===== config.mk =====
export PLATFORM = sky130hd
export DESIGN_NAME = ppl_ctrl_flat
export DESIGN_NICKNAME = d
export VERILOG_FILES = /design/src/rtl/ppl_ctrl_pkg.sv /design/src/rtl/ppl_ctrl_if.sv /design/src/rtl/ppl_ctrl_hazard_detect.sv /design/src/rtl/ppl_ctrl.sv /design/src/flat_wrapper.sv
export SDC_FILE = /design/constraint.sdc
export NUM_CORES = 1
export LEC_CHECK = 0
export CAP_MARGIN = 30
export CELL_PAD_IN_SITES_DETAIL_PLACEMENT = 1
export CELL_PAD_IN_SITES_GLOBAL_PLACEMENT = 2
export CORE_MARGIN = 2
export CORE_UTILIZATION = 10
export DETAILED_ROUTE_END_ITERATION = 8
export PLACE_DENSITY_LB_ADDON = 0.1
export SYNTH_ARGS = -nofsm -noshare
export SYNTH_HDL_FRONTEND = slang
export SYNTH_SLANG_ARGS = --single-unit
export TNS_END_PERCENT = 1

===== constraint.sdc =====
create_clock -name vclk -period 1.07
set_input_delay 0.214 -clock vclk [all_inputs]
set_output_delay 0.214 -clock vclk [all_outputs]
set_load 0.03 [all_outputs]

===== src/rtl/ppl_ctrl_pkg.sv =====
// Shared encodings for the pipeline control unit: hold/clear bus codes and
// interrupt FSM states (mirrors the legacy para.v definitions).
package ppl_ctrl_pkg;

    localparam int HOLDBUS  = 3;
    localparam int CLEARBUS = 3;

    typedef logic [HOLDBUS-1:0]  hold_t;
    typedef logic [CLEARBUS-1:0] clear_t;

    localparam hold_t Hold_None = 3'd0;
    localparam hold_t Hold_PC   = 3'd1;
    localparam hold_t Hold_IF   = 3'd2;
    localparam hold_t Hold_ID   = 3'd3;
    localparam hold_t Hold_EX   = 3'd4;
    localparam hold_t Hold_PPL  = 3'd5;

    localparam clear_t Clear_None = 3'd0;
    localparam clear_t Clear_IF   = 3'd1;
    localparam clear_t Clear_ID   = 3'd2;
    localparam clear_t Clear_EX   = 3'd3;
    localparam clear_t Clear_PPL  = 3'd4;

    localparam logic [1:0] S_IDLE = 2'd0;
    localparam logic [1:0] S_PEND = 2'd1;
    localparam logic [1:0] S_ISR  = 2'd2;

endpackage


===== src/rtl/ppl_ctrl_if.sv =====
// Bundle between the pipeline datapath (master) and the pipeline control
// unit (slave): hazard/jump/interrupt inputs and stall/flush/redirect outputs.
interface ppl_ctrl_if import ppl_ctrl_pkg::*; #(
    parameter int ADDR_W = 16,
    parameter int REG_W  = 3
);
    logic              mem_busy;
    logic              ID_valid;
    logic [ADDR_W-1:0] ID_inst_addr;
    logic [REG_W-1:0]  ID_rs1;
    logic [REG_W-1:0]  ID_rs2;
    logic              ID_rs1_used;
    logic              ID_rs2_used;
    logic [REG_W-1:0]  EX_rd;
    logic              EX_RegWe;
    logic              EX_RWSel;
    logic              EX_jump_taken;
    logic [ADDR_W-1:0] EX_jump_addr;
    logic              EX_mret;
    logic              int_req;
    logic [ADDR_W-1:0] int_vector;

    hold_t             hold_flag;
    clear_t            clear_flag;
    logic              pc_load;
    logic [ADDR_W-1:0] pc_load_addr;
    logic              int_ack;
    logic              int_active;
    logic [ADDR_W-1:0] epc;

    modport master (
        output mem_busy, ID_valid, ID_inst_addr, ID_rs1, ID_rs2, ID_rs1_used,
               ID_rs2_used, EX_rd, EX_RegWe, EX_RWSel, EX_jump_taken,
               EX_jump_addr, EX_mret, int_req, int_vector,
        input  hold_flag, clear_flag, pc_load, pc_load_addr, int_ack,
               int_active, epc
    );

    modport slave (
        input  mem_busy, ID_valid, ID_inst_addr, ID_rs1, ID_rs2, ID_rs1_used,
               ID_rs2_used, EX_rd, EX_RegWe, EX_RWSel, EX_jump_taken,
               EX_jump_addr, EX_mret, int_req, int_vector,
        output hold_flag, clear_flag, pc_load, pc_load_addr, int_ack,
               int_active, epc
    );

endinterface


===== src/rtl/ppl_ctrl_hazard_detect.sv =====
// Load-use hazard compare: a load in EX whose destination is read by the
// instruction in ID.
module hazard_detect #(
    parameter int REG_W = 3
) (
    input  logic             ex_reg_we,
    input  logic             ex_rw_sel,
    input  logic [REG_W-1:0] ex_rd,
    input  logic [REG_W-1:0] id_rs1,
    input  logic             id_rs1_used,
    input  logic [REG_W-1:0] id_rs2,
    input  logic             id_rs2_used,
    output logic             load_use
);

    logic rs1_hit;
    logic rs2_hit;

    assign rs1_hit  = id_rs1_used && (id_rs1 == ex_rd);
    assign rs2_hit  = id_rs2_used && (id_rs2 == ex_rd);
    assign load_use = ex_reg_we && ex_rw_sel && (rs1_hit || rs2_hit);

endmodule


===== src/rtl/ppl_ctrl.sv =====
// Pipeline control unit: prioritised stall/flush/redirect decision plus the
// interrupt sequencer. Interrupt support is compiled in with `define PPL_INT_EN.
module ppl_ctrl import ppl_ctrl_pkg::*; #(
    parameter int ADDR_W = 16,
    parameter int REG_W  = 3
) (
    input  logic        clk,
    input  logic        rst_n,
    ppl_ctrl_if.slave   bus
);

    logic              load_use;
    logic              redirect_ok;
    logic              mret_fire;
    logic              accept;
    logic [ADDR_W-1:0] epc_q;
    logic [ADDR_W-1:0] vec_q;

    hazard_detect #(.REG_W(REG_W)) u_hazard (
        .ex_reg_we   (bus.EX_RegWe),
        .ex_rw_sel   (bus.EX_RWSel),
        .ex_rd       (bus.EX_rd),
        .id_rs1      (bus.ID_rs1),
        .id_rs1_used (bus.ID_rs1_used),
        .id_rs2      (bus.ID_rs2),
        .id_rs2_used (bus.ID_rs2_used),
        .load_use    (load_use)
    );

    // Rows 3/4 may only fire when neither a memory stall nor a jump claims the cycle.
    assign redirect_ok = !bus.mem_busy && !bus.EX_jump_taken;

`ifdef PPL_INT_EN
    logic [1:0] state;
    logic [1:0] state_nxt;

    assign mret_fire = redirect_ok && bus.EX_mret && (state == S_ISR);
    assign accept    = redirect_ok && bus.ID_valid && (state == S_PEND);

    always_comb begin
        state_nxt = state;
        case (state)
            S_IDLE:  if (bus.int_req) state_nxt = S_PEND;
            S_PEND:  if (accept)      state_nxt = S_ISR;
            S_ISR:   if (mret_fire)   state_nxt = S_IDLE;
            default: state_nxt = S_IDLE;
        endcase
    end

    // The request is latched in IDLE even during a memory stall.
    always_ff @(posedge clk or negedge rst_n) begin
        if (!rst_n) begin
            state <= S_IDLE;
            epc_q <= '0;
            vec_q <= '0;
        end else begin
            state <= state_nxt;
            if ((state == S_IDLE) && bus.int_req) vec_q <= bus.int_vector;
            if (accept)                           epc_q <= bus.ID_inst_addr;
        end
    end

    assign bus.int_active = (state == S_ISR);
    assign bus.int_ack    = accept && rst_n;
    assign bus.epc        = epc_q;
`else
    logic unused_int;

    assign unused_int     = ^{bus.int_req, bus.EX_mret, bus.int_vector,
                              bus.ID_valid, bus.ID_inst_addr, clk};
    assign mret_fire      = 1'b0;
    assign accept         = 1'b0;
    assign epc_q          = '0;
    assign vec_q          = '0;
    assign bus.int_active = 1'b0;
    assign bus.int_ack    = 1'b0;
    assign bus.epc        = '0;
`endif

    // Outputs are forced to their idle codes while reset is held.
    always_comb begin
        bus.hold_flag    = Hold_None;
        bus.clear_flag   = Clear_None;
        bus.pc_load      = 1'b0;
        bus.pc_load_addr = '0;
        if (!rst_n) begin
            bus.hold_flag = Hold_None;
        end else if (bus.mem_busy) begin
            bus.hold_flag = Hold_PPL;
        end else if (bus.EX_jump_taken) begin
            bus.pc_load      = 1'b1;
            bus.pc_load_addr = bus.EX_jump_addr;
            bus.clear_flag   = Clear_PPL;
        end else if (mret_fire) begin
            bus.pc_load      = 1'b1;
            bus.pc_load_addr = epc_q;
            bus.clear_flag   = Clear_PPL;
        end else if (accept) begin
            bus.pc_load      = 1'b1;
            bus.pc_load_addr = vec_q;
            bus.clear_flag   = Clear_PPL;
        end else if (load_use) begin
            bus.hold_flag  = Hold_ID;
            bus.clear_flag = Clear_EX;
        end
    end

endmodule


===== src/flat_wrapper.sv =====
// flat-port wrapper written by rule: the top's interface ports become plain ports
module ppl_ctrl_flat import ppl_ctrl_pkg::*;
#(
    parameter int ADDR_W = 16,
    parameter int REG_W  = 3
)
  (clk, rst_n, bus_mem_busy, bus_ID_valid, bus_ID_inst_addr, bus_ID_rs1, bus_ID_rs2, bus_ID_rs1_used, bus_ID_rs2_used, bus_EX_rd, bus_EX_RegWe, bus_EX_RWSel, bus_EX_jump_taken, bus_EX_jump_addr, bus_EX_mret, bus_int_req, bus_int_vector, bus_hold_flag, bus_clear_flag, bus_pc_load, bus_pc_load_addr, bus_int_ack, bus_int_active, bus_epc);
  ppl_ctrl_if #(.ADDR_W(ADDR_W), .REG_W(REG_W)) bus_i ();
  input  logic clk;
  input  logic rst_n;
  input wire logic [$bits(bus_i.mem_busy)-1:0] bus_mem_busy;
  input wire logic [$bits(bus_i.ID_valid)-1:0] bus_ID_valid;
  input wire logic [$bits(bus_i.ID_inst_addr)-1:0] bus_ID_inst_addr;
  input wire logic [$bits(bus_i.ID_rs1)-1:0] bus_ID_rs1;
  input wire logic [$bits(bus_i.ID_rs2)-1:0] bus_ID_rs2;
  input wire logic [$bits(bus_i.ID_rs1_used)-1:0] bus_ID_rs1_used;
  input wire logic [$bits(bus_i.ID_rs2_used)-1:0] bus_ID_rs2_used;
  input wire logic [$bits(bus_i.EX_rd)-1:0] bus_EX_rd;
  input wire logic [$bits(bus_i.EX_RegWe)-1:0] bus_EX_RegWe;
  input wire logic [$bits(bus_i.EX_RWSel)-1:0] bus_EX_RWSel;
  input wire logic [$bits(bus_i.EX_jump_taken)-1:0] bus_EX_jump_taken;
  input wire logic [$bits(bus_i.EX_jump_addr)-1:0] bus_EX_jump_addr;
  input wire logic [$bits(bus_i.EX_mret)-1:0] bus_EX_mret;
  input wire logic [$bits(bus_i.int_req)-1:0] bus_int_req;
  input wire logic [$bits(bus_i.int_vector)-1:0] bus_int_vector;
  output wire logic [$bits(bus_i.hold_flag)-1:0] bus_hold_flag;
  output wire logic [$bits(bus_i.clear_flag)-1:0] bus_clear_flag;
  output wire logic [$bits(bus_i.pc_load)-1:0] bus_pc_load;
  output wire logic [$bits(bus_i.pc_load_addr)-1:0] bus_pc_load_addr;
  output wire logic [$bits(bus_i.int_ack)-1:0] bus_int_ack;
  output wire logic [$bits(bus_i.int_active)-1:0] bus_int_active;
  output wire logic [$bits(bus_i.epc)-1:0] bus_epc;
  assign bus_i.mem_busy = bus_mem_busy;
  assign bus_i.ID_valid = bus_ID_valid;
  assign bus_i.ID_inst_addr = bus_ID_inst_addr;
  assign bus_i.ID_rs1 = bus_ID_rs1;
  assign bus_i.ID_rs2 = bus_ID_rs2;
  assign bus_i.ID_rs1_used = bus_ID_rs1_used;
  assign bus_i.ID_rs2_used = bus_ID_rs2_used;
  assign bus_i.EX_rd = bus_EX_rd;
  assign bus_i.EX_RegWe = bus_EX_RegWe;
  assign bus_i.EX_RWSel = bus_EX_RWSel;
  assign bus_i.EX_jump_taken = bus_EX_jump_taken;
  assign bus_i.EX_jump_addr = bus_EX_jump_addr;
  assign bus_i.EX_mret = bus_EX_mret;
  assign bus_i.int_req = bus_int_req;
  assign bus_i.int_vector = bus_int_vector;
  assign bus_hold_flag = bus_i.hold_flag;
  assign bus_clear_flag = bus_i.clear_flag;
  assign bus_pc_load = bus_i.pc_load;
  assign bus_pc_load_addr = bus_i.pc_load_addr;
  assign bus_int_ack = bus_i.int_ack;
  assign bus_int_active = bus_i.int_active;
  assign bus_epc = bus_i.epc;
  ppl_ctrl #(.ADDR_W(ADDR_W), .REG_W(REG_W)) u_core (.clk(clk), .rst_n(rst_n), .bus(bus_i));
endmodule

Yosys cells after proc, flatten, opt, wreduce, memory -nomap -nowiden
Index checks and enable logic that the tools add are counted.
- equal/unequal tests: 2
- mux-type cells: 13
- reductions and logical operators: 5
- operator list (cell ; count):
    $mux 16 ; 3
    $mux 3 ; 6
    $eq 3x3->1 ; 2
    $logic_and 1x1->1 ; 4
    $mux 1 ; 3
    $mux 2 ; 1
    $logic_or 1x1->1 ; 1
- word-level logic and storage cells: 20
- flip-flop bits (word level): 0
- input port bits: 68
- output and inout port bits: 41

Logic depth before layout (Yosys ltp)
Gate-level depths: netlist (run 1).
- depth after elaboration: 8
- depth in mapped cells: 5
- mapped depth without buffers: 4

Cells and area by module
Synthesis (run 1) repeated with hierarchy kept, for this count alone.
- cells, all modules: 55
- area total of the unflattened synthesis: 429.2 sq um
- modules (own cells, without submodules) (module ; seq. area each (sq um) ; cells an instance ; area each (sq um) ; times used):
    ppl_ctrl ; 0.0 ; 45 ; 355.3 ; 1
    hazard_detect ; 0.0 ; 10 ; 73.8 ; 1

Worst setup path after synthesis (run 1)
Ideal clock, no wire load.
- path type: in2out
- from: input bus_EX_rd[0]
- to: output bus_clear_flag[1]
- path buffers: 1
- data arrival time: 1040 ps
- stages on the path: 5
- required time: 856 ps
- slack: -184 ps
- cell sequence: xnor2_1 nand4_1 a21oi_1 and2b_2 buf_4
- word-level cells in the longest chain between the ends: 8
- elaborated cells on any way between the ends: 10
- classes of those cells: eq/ne (2); mux (4); reduce/logical (4)
- ends and longest elaborated chain (element ; line ; source):
    from (decl) ; flat_wrapper.sv:18 ; input wire logic [$bits(bus_i.EX_rd)-1:0] bus_EX_rd;
    $eq 3x3->1 (on tied branches) ; ppl_ctrl_hazard_detect.sv:19, ppl_ctrl_hazard_detect.sv:20 ;
    $logic_and 1x1->1 (on tied branches) ; ppl_ctrl_hazard_detect.sv:19, ppl_ctrl_hazard_detect.sv:20 ;
    $logic_or 1x1->1 * ; ppl_ctrl_hazard_detect.sv:21 ; assign load_use = ex_reg_we && ex_rw_sel && (rs1_hit || rs2_hit);
    $logic_and 1x1->1 * ; ppl_ctrl_hazard_detect.sv:21 ;
    $mux 2 * ; ppl_ctrl.sv:102 ; end else if (load_use) begin
    $mux 3 * ; ppl_ctrl.sv:90 ; end else if (bus.EX_jump_taken) begin
    $mux 3 * ; ppl_ctrl.sv:88 ; end else if (bus.mem_busy) begin
    $mux 3 * ; ppl_ctrl.sv:86 ; if (!rst_n) begin
    to (decl) ; flat_wrapper.sv:27 ; output wire logic [$bits(bus_i.clear_flag)-1:0] bus_clear_flag;
Mark *: on every way between the ends. The rest lies on a longest branch, timed or not.

Worst setup path after layout (run 1)
- from: input bus_ID_rs1[1]
- to: output bus_clear_flag[1]
- word-level cells in the longest chain between the ends: 8
- ends and longest elaborated chain (element ; line ; source):
    from (decl) ; flat_wrapper.sv:14 ; input wire logic [$bits(bus_i.ID_rs1)-1:0] bus_ID_rs1;
    $eq 3x3->1 ; ppl_ctrl_hazard_detect.sv:19 ; assign rs1_hit = id_rs1_used && (id_rs1 == ex_rd);
    $logic_and 1x1->1 ; ppl_ctrl_hazard_detect.sv:19 ;
    $logic_or 1x1->1 ; ppl_ctrl_hazard_detect.sv:21 ;
    $logic_and 1x1->1 ; ppl_ctrl_hazard_detect.sv:21 ;
    $mux 2 ; ppl_ctrl.sv:102 ;
    $mux 3 ; ppl_ctrl.sv:90 ;
    $mux 3 ; ppl_ctrl.sv:88 ;
    $mux 3 ; ppl_ctrl.sv:86 ;
Every way passes these cells.

==> results of run 1 <==
power breakdown:
group / leakage [nW] / total (mW) / internal (mW) / switching, mW
sequential: 0 / 0 / 0 / 0
clock: 0 / 0 / 0 / 0
combinational: 0.560 / 0.383 / 0.185 / 0.198
worst max-delay path by stage:
stage	slack, ns	to	depth (start not counted)	startpoint
4_1_cts	-0.23	bus_clear_flag[1]	6	bus_ID_rs2[0]
5_1_grt	-0.31	bus_clear_flag[1]	6	bus_ID_rs1[1]
3_3_place_gp	-0.67	bus_hold_flag[1]	6	bus_EX_rd[1]
3_5_place_dp	-0.67	bus_clear_flag[1]	6	bus_EX_rd[2]
6_report	-0.21	bus_clear_flag[1]	6	bus_ID_rs1[1]
2_1_floorplan	-0.16	bus_clear_flag[1]	5	bus_EX_rd[2]
cells in the final DEF (no fill, tap or decap):
cell and count:
buf_4 5, buf_12 1, nand2_2 1, clkbuf_2 1, buf_8 1, and2_1 7, nand4b_1 1, and2_4 10
clkdlybuf4s50_1 8, and2b_2 1, or2_1 1, dlymetal6s2s_1 8, conb_1 18, nand4_1 2, a21oi_2 1, xnor2_2 6
buf_2 3, buf_6 26, dlygate4sd2_1 4, nor2_4 1
cell families (layout without fill, tap and decap cells):
| logic type | count (synthesis) | in the layout | share of synthesized area [%] |
|---|---|---|---|
| and+or+nand+nor | 24 | 24 | 41.0 |
| xor gates and xnor gates | 6 | 6 | 13.7 |
| buffers and inverters | 22 | 57 | 43.0 |
| AOI/OAI and AO/OA | 1 | 1 | 1.30 |
| other | 1 | 18 | 0.976 |
metal layers:
metal	vias to the layer above	wire, um
met5	-	0
met4	0	0
met3	0	322
met2	49	669
met1	217	369
li1	232	-
final cells by class:
class	instances	share of cell area [%]
multi-input cells	49	35.2
well taps	48	5.89
repair buffers	57	58.9
metrics by stage:
step	power (mW)	hold slack (ns)	setup TNS [ns]
3_5_place_dp	0.358	1.10	-12.09
4_1_cts	0.377	1.03	-3.95
6_report	0.383	0.763	-1.38
5_1_grt	0.405	0.775	-2.23
3_3_place_gp	0.356	1.10	-11.63
2_1_floorplan	0.236	0.626	-0.890
repair_timing:
action / 4_1_cts / 5_1_grt
pin swaps: 11 / 13
endpoints found under the setup margin: 23 / 23
resized for setup: 80 / 25
setup buffers: 0 / 0
==> run metrics, run 1 <==
number of distinct library cells after synthesis=11; setup violators final=20; syn avg cell area=between 7 and 8 um^2; FILL cells=447; total global-route track usage=5.24%; Initial DRT Pass Iterations=2; Critical Path, Cell by Cell=buf_6 > xnor2_2 > nand4_1 > a21oi_2 > and2b_2 > buf_6; GR Layer Usage met1=under 10%; worst vdd ir=between 0.0001 and 0.00015 V; core area=approximately 0.0037 mm^2; Min-Delay Endpoint=bus_pc_load_addr[11]; pre-CTS WS=-0.673 ns; final hold vios=0; Gate Count Post-Synth=54; I/O pin count=approximately 110; vias in the first global route=roughly 480; critical path's top delay family=simple AND/OR/NAND/NOR gates; crit path launch type=primary input; leakage power=about 0.56 nW; area of the multi-input gates=about 360 um^2; GRT met2 Usage=a little under an eighth; initial antenna violation count=0; Final Cycle Share=120%; # diodes=0; Critical-path top delay cell=and2b_2; cts hold-fix bufs=0; GR peak layer=met2; Clock buffer cells=0; final cell count without fillers=between 150 and 200; total wire length=between 1000 and 1500 um; share of cells above drive strength 1=roughly 54%; power per standard cell area=between 300 and 400 mW/mm^2; routed via count=498; die area=0.00435 mm^2; global-route wire length before repair=~1900 um; failing checks=setup timing; final core occ=27.6%; grt total ovfl=0; synth cell count leaders=buf_4 (22), and2_1 (17), xnor2_1 (6); Final ANT Viol Nets=0; max_cap viols=0; Initial Util=a little over a tenth; drt wl/cell=just under 9 um; Crit Path Max Fanout=3; Worst Setup Slack, final=-0.213 ns; input/output buffers=55; RD Place Congestion=around 0.57; area of placed instances=between 800 and 900 um^2; Post-Place Cells=around 150; Ys Warns=0; die extent in y=66.0 um; area share of the largest cell type after synthesis=approximately 43%; CP Capture Type=output port; Crit path required time=between 0.8 and 0.9 ns; DR vias/cell=~3.2; min-delay worst type=primary input to output port; DP Wirelength=between 1000 and 1500 um; largest net degree at the start of global routing=19; worst hold start=bus_EX_jump_addr[11]; M3 GR Usage=under 10%; Post-route DRC=0; status=finished with violations; Row Count=22; Setup Crit Path Kind=primary input to output port; most frequent cell after synthesis=buf_4; Mapped Area=384 um^2; sequential area share after synthesis=0%; Final nets=176; Final Max Tran Viols=0; design area=0.00102 mm^2; area leader, netlist=buf_4; CP Buf/Inv Count=2; RSZ-0062 raised after global routing=yes; Final min period=approximately 1.3 ns; CP most frequent cell=buf_6; area growth from synthesis to layout=165%; Die W=~66 um; crit path DAT=between 1 and 1.5 ns; 1st-iter DRT viols=1; Synth area leaders=buf_4 (43%), and2_1 (28%), xnor2_1 (14%), nand4_1 (3.3%), nor2_4 (2.9%); hold path cells=3; highest clock rate=0.779 GHz; max incr delay on CP=around 0.20 ns; Reg area=0 um^2; sequential cells=0
(Power assumes the default switching activity.)
==> run 2: changes to the inputs <==
==> constraint.sdc (replaced) <==
create_clock -name vclk -period 1.07
set_input_delay 0.1605 -clock vclk [all_inputs]
set_output_delay 0.1605 -clock vclk [all_outputs]
set_load 0.03 [all_outputs]
==> run metrics, run 2 (same netlist as run 1, synthesis figures left out) <==
CP most frequent cell=buf_6; worst setup path start=bus_ID_rs1[1]; CP Capture Type=output port; Critical Path, Cell by Cell=buf_6 > xnor2_2 > nand4_1 > a21oi_2 > and2b_2 > buf_6; input/output buffers=55; Initial Util=between 10% and 20%; grt total ovfl=0; die area=0.00435 mm^2; Clock buffer cells=0; CP endpoint=bus_clear_flag[1]; vias in the first global route=between 400 and 500; Final min period=1.18 ns; sequential cells=0; Reg area=0 um^2; RSZ-0062 raised after global routing=yes; Setup Crit Path Kind=primary input to output port; crit path DAT=roughly 1 ns; status=finished with violations; core area=roughly 0.0037 mm^2; largest net degree at the start of global routing=19; highest clock rate=about 0.85 GHz; max_cap viols=0; die extent in y=around 66 um; RD Place Congestion=about 0.57; I/O pin count=roughly 110; DP Wirelength=1220 um; setup violators final=4; DR vias/cell=~3.2; Worst path depth=6; post-CTS setup buffers=0; max incr delay on CP=0.20 ns; initial antenna violation count=0; failing checks=setup timing; routed via count=between 400 and 500; critical path's top delay family=simple AND/OR/NAND/NOR gates; crit path launch type=primary input; Final nets=about 180; final hold vios=0; # diodes=0; 1st-iter DRT viols=1; Worst Setup Slack, final=-0.106 ns; Final Max Tran Viols=0; cts hold-fix bufs=0; setup_tns=-0.346 ns; FILL cells=about 450; share of cells above drive strength 1=approximately 48%; min-delay worst type=primary input to output port; Die W=about 66 um; Crit path required time=~0.91 ns; area growth from synthesis to layout=156%; global-route wire length before repair=1880 um; leakage power=about 0.48 nW; commonest non-fill, non-tap cell in the layout=buf_6; Final Cycle Share=110%; worst vdd ir=between 0.00009 and 0.0001 V; final core occ=a little over a quarter; Final ANT Viol Nets=0; total global-route track usage=5.24%; power per standard cell area=387 mW/mm^2; Crit Path Max Fanout=3; commonest non-fill, non-tap cells in the layout=buf_6 (26), conb_1 (18), clkdlybuf4s50_1 (16); Row Count=22; drt wl/cell=~8.7 um; CP Buf/Inv Count=2; Initial DRT Pass Iterations=2; Critical-path top delay cell=and2b_2; total wire length=between 1000 and 1500 um; Post-route DRC=0
[run 2: cell types whose count changed in the layout (fill, tap and decap cells not counted)]
cell and delta:
and2_1 +6, and2_4 -6, buf_2 +1, buf_4 -1, clkdlybuf4s50_1 +8, dlymetal6s2s_1 -8
[run 2: report_power, final]
group | internal (mW) | switching [mW]
Combinational | 0.184 | 0.196
Sequential | 0 | 0
Clock | 0 | 0
Total | 0.184 | 0.196
[run 2: timing repair]
action	CTS	global route
pin swaps	11	8
setup endpoints to repair	23	21
resized for setup	80	10
[run 2: layout make-up]
type | instances | area (um^2) | share of cell area, %
multi-input cells | 49 | 344 | 35.0
well taps | 48 | 60.1 | 6.11
repair buffers | 57 | 578 | 58.9
[run 2: routing by layer]
| metal | up-vias | wire [um] | global-route usage (%) |
|---|---|---|---|
| li1 | 233 | - | - |
| met1 | 211 | 356 | 4.39 |
| met2 | 49 | 647 | 11.5 |
| met3 | 0 | 334 | 2.39 |
| met4 | 0 | 0 | 0 |
| met5 | - | 0 | 0 |
[run 2: worst min path at each step]
stage,to,slack [ns],depth (start not counted),from
after CTS,bus_hold_flag[2],0.92,4,rst_n
after detailed placement,bus_pc_load_addr[14],1.0,3,bus_EX_jump_addr[14]
after global routing,bus_pc_load,0.80,4,bus_mem_busy
after floorplan,bus_pc_load,0.52,2,bus_mem_busy
after global placement,bus_pc_load_addr[12],1.0,3,bus_EX_jump_addr[12]
final,bus_pc_load,0.78,4,bus_mem_busy
[run 2: worst min-delay path: cells and delay by family]
kind,cells,cell delay (ns)
buffers and inverters,3,0.41
AND/OR/NAND/NOR,1,0.05
[run 2: metrics by stage]
stage                     area (um^2)  hold WS [ns]  total power, mW  instances  setup slack (ns)
after detailed placement          878         0.996            0.358        154            -0.566
after global routing              982         0.803            0.403        154            -0.200
after CTS                         977         0.922            0.377        154            -0.121
after global placement            878         0.997            0.356        154            -0.564
final                             982         0.784            0.380        154            -0.106
after floorplan                   470         0.519            0.236         71           -0.0509
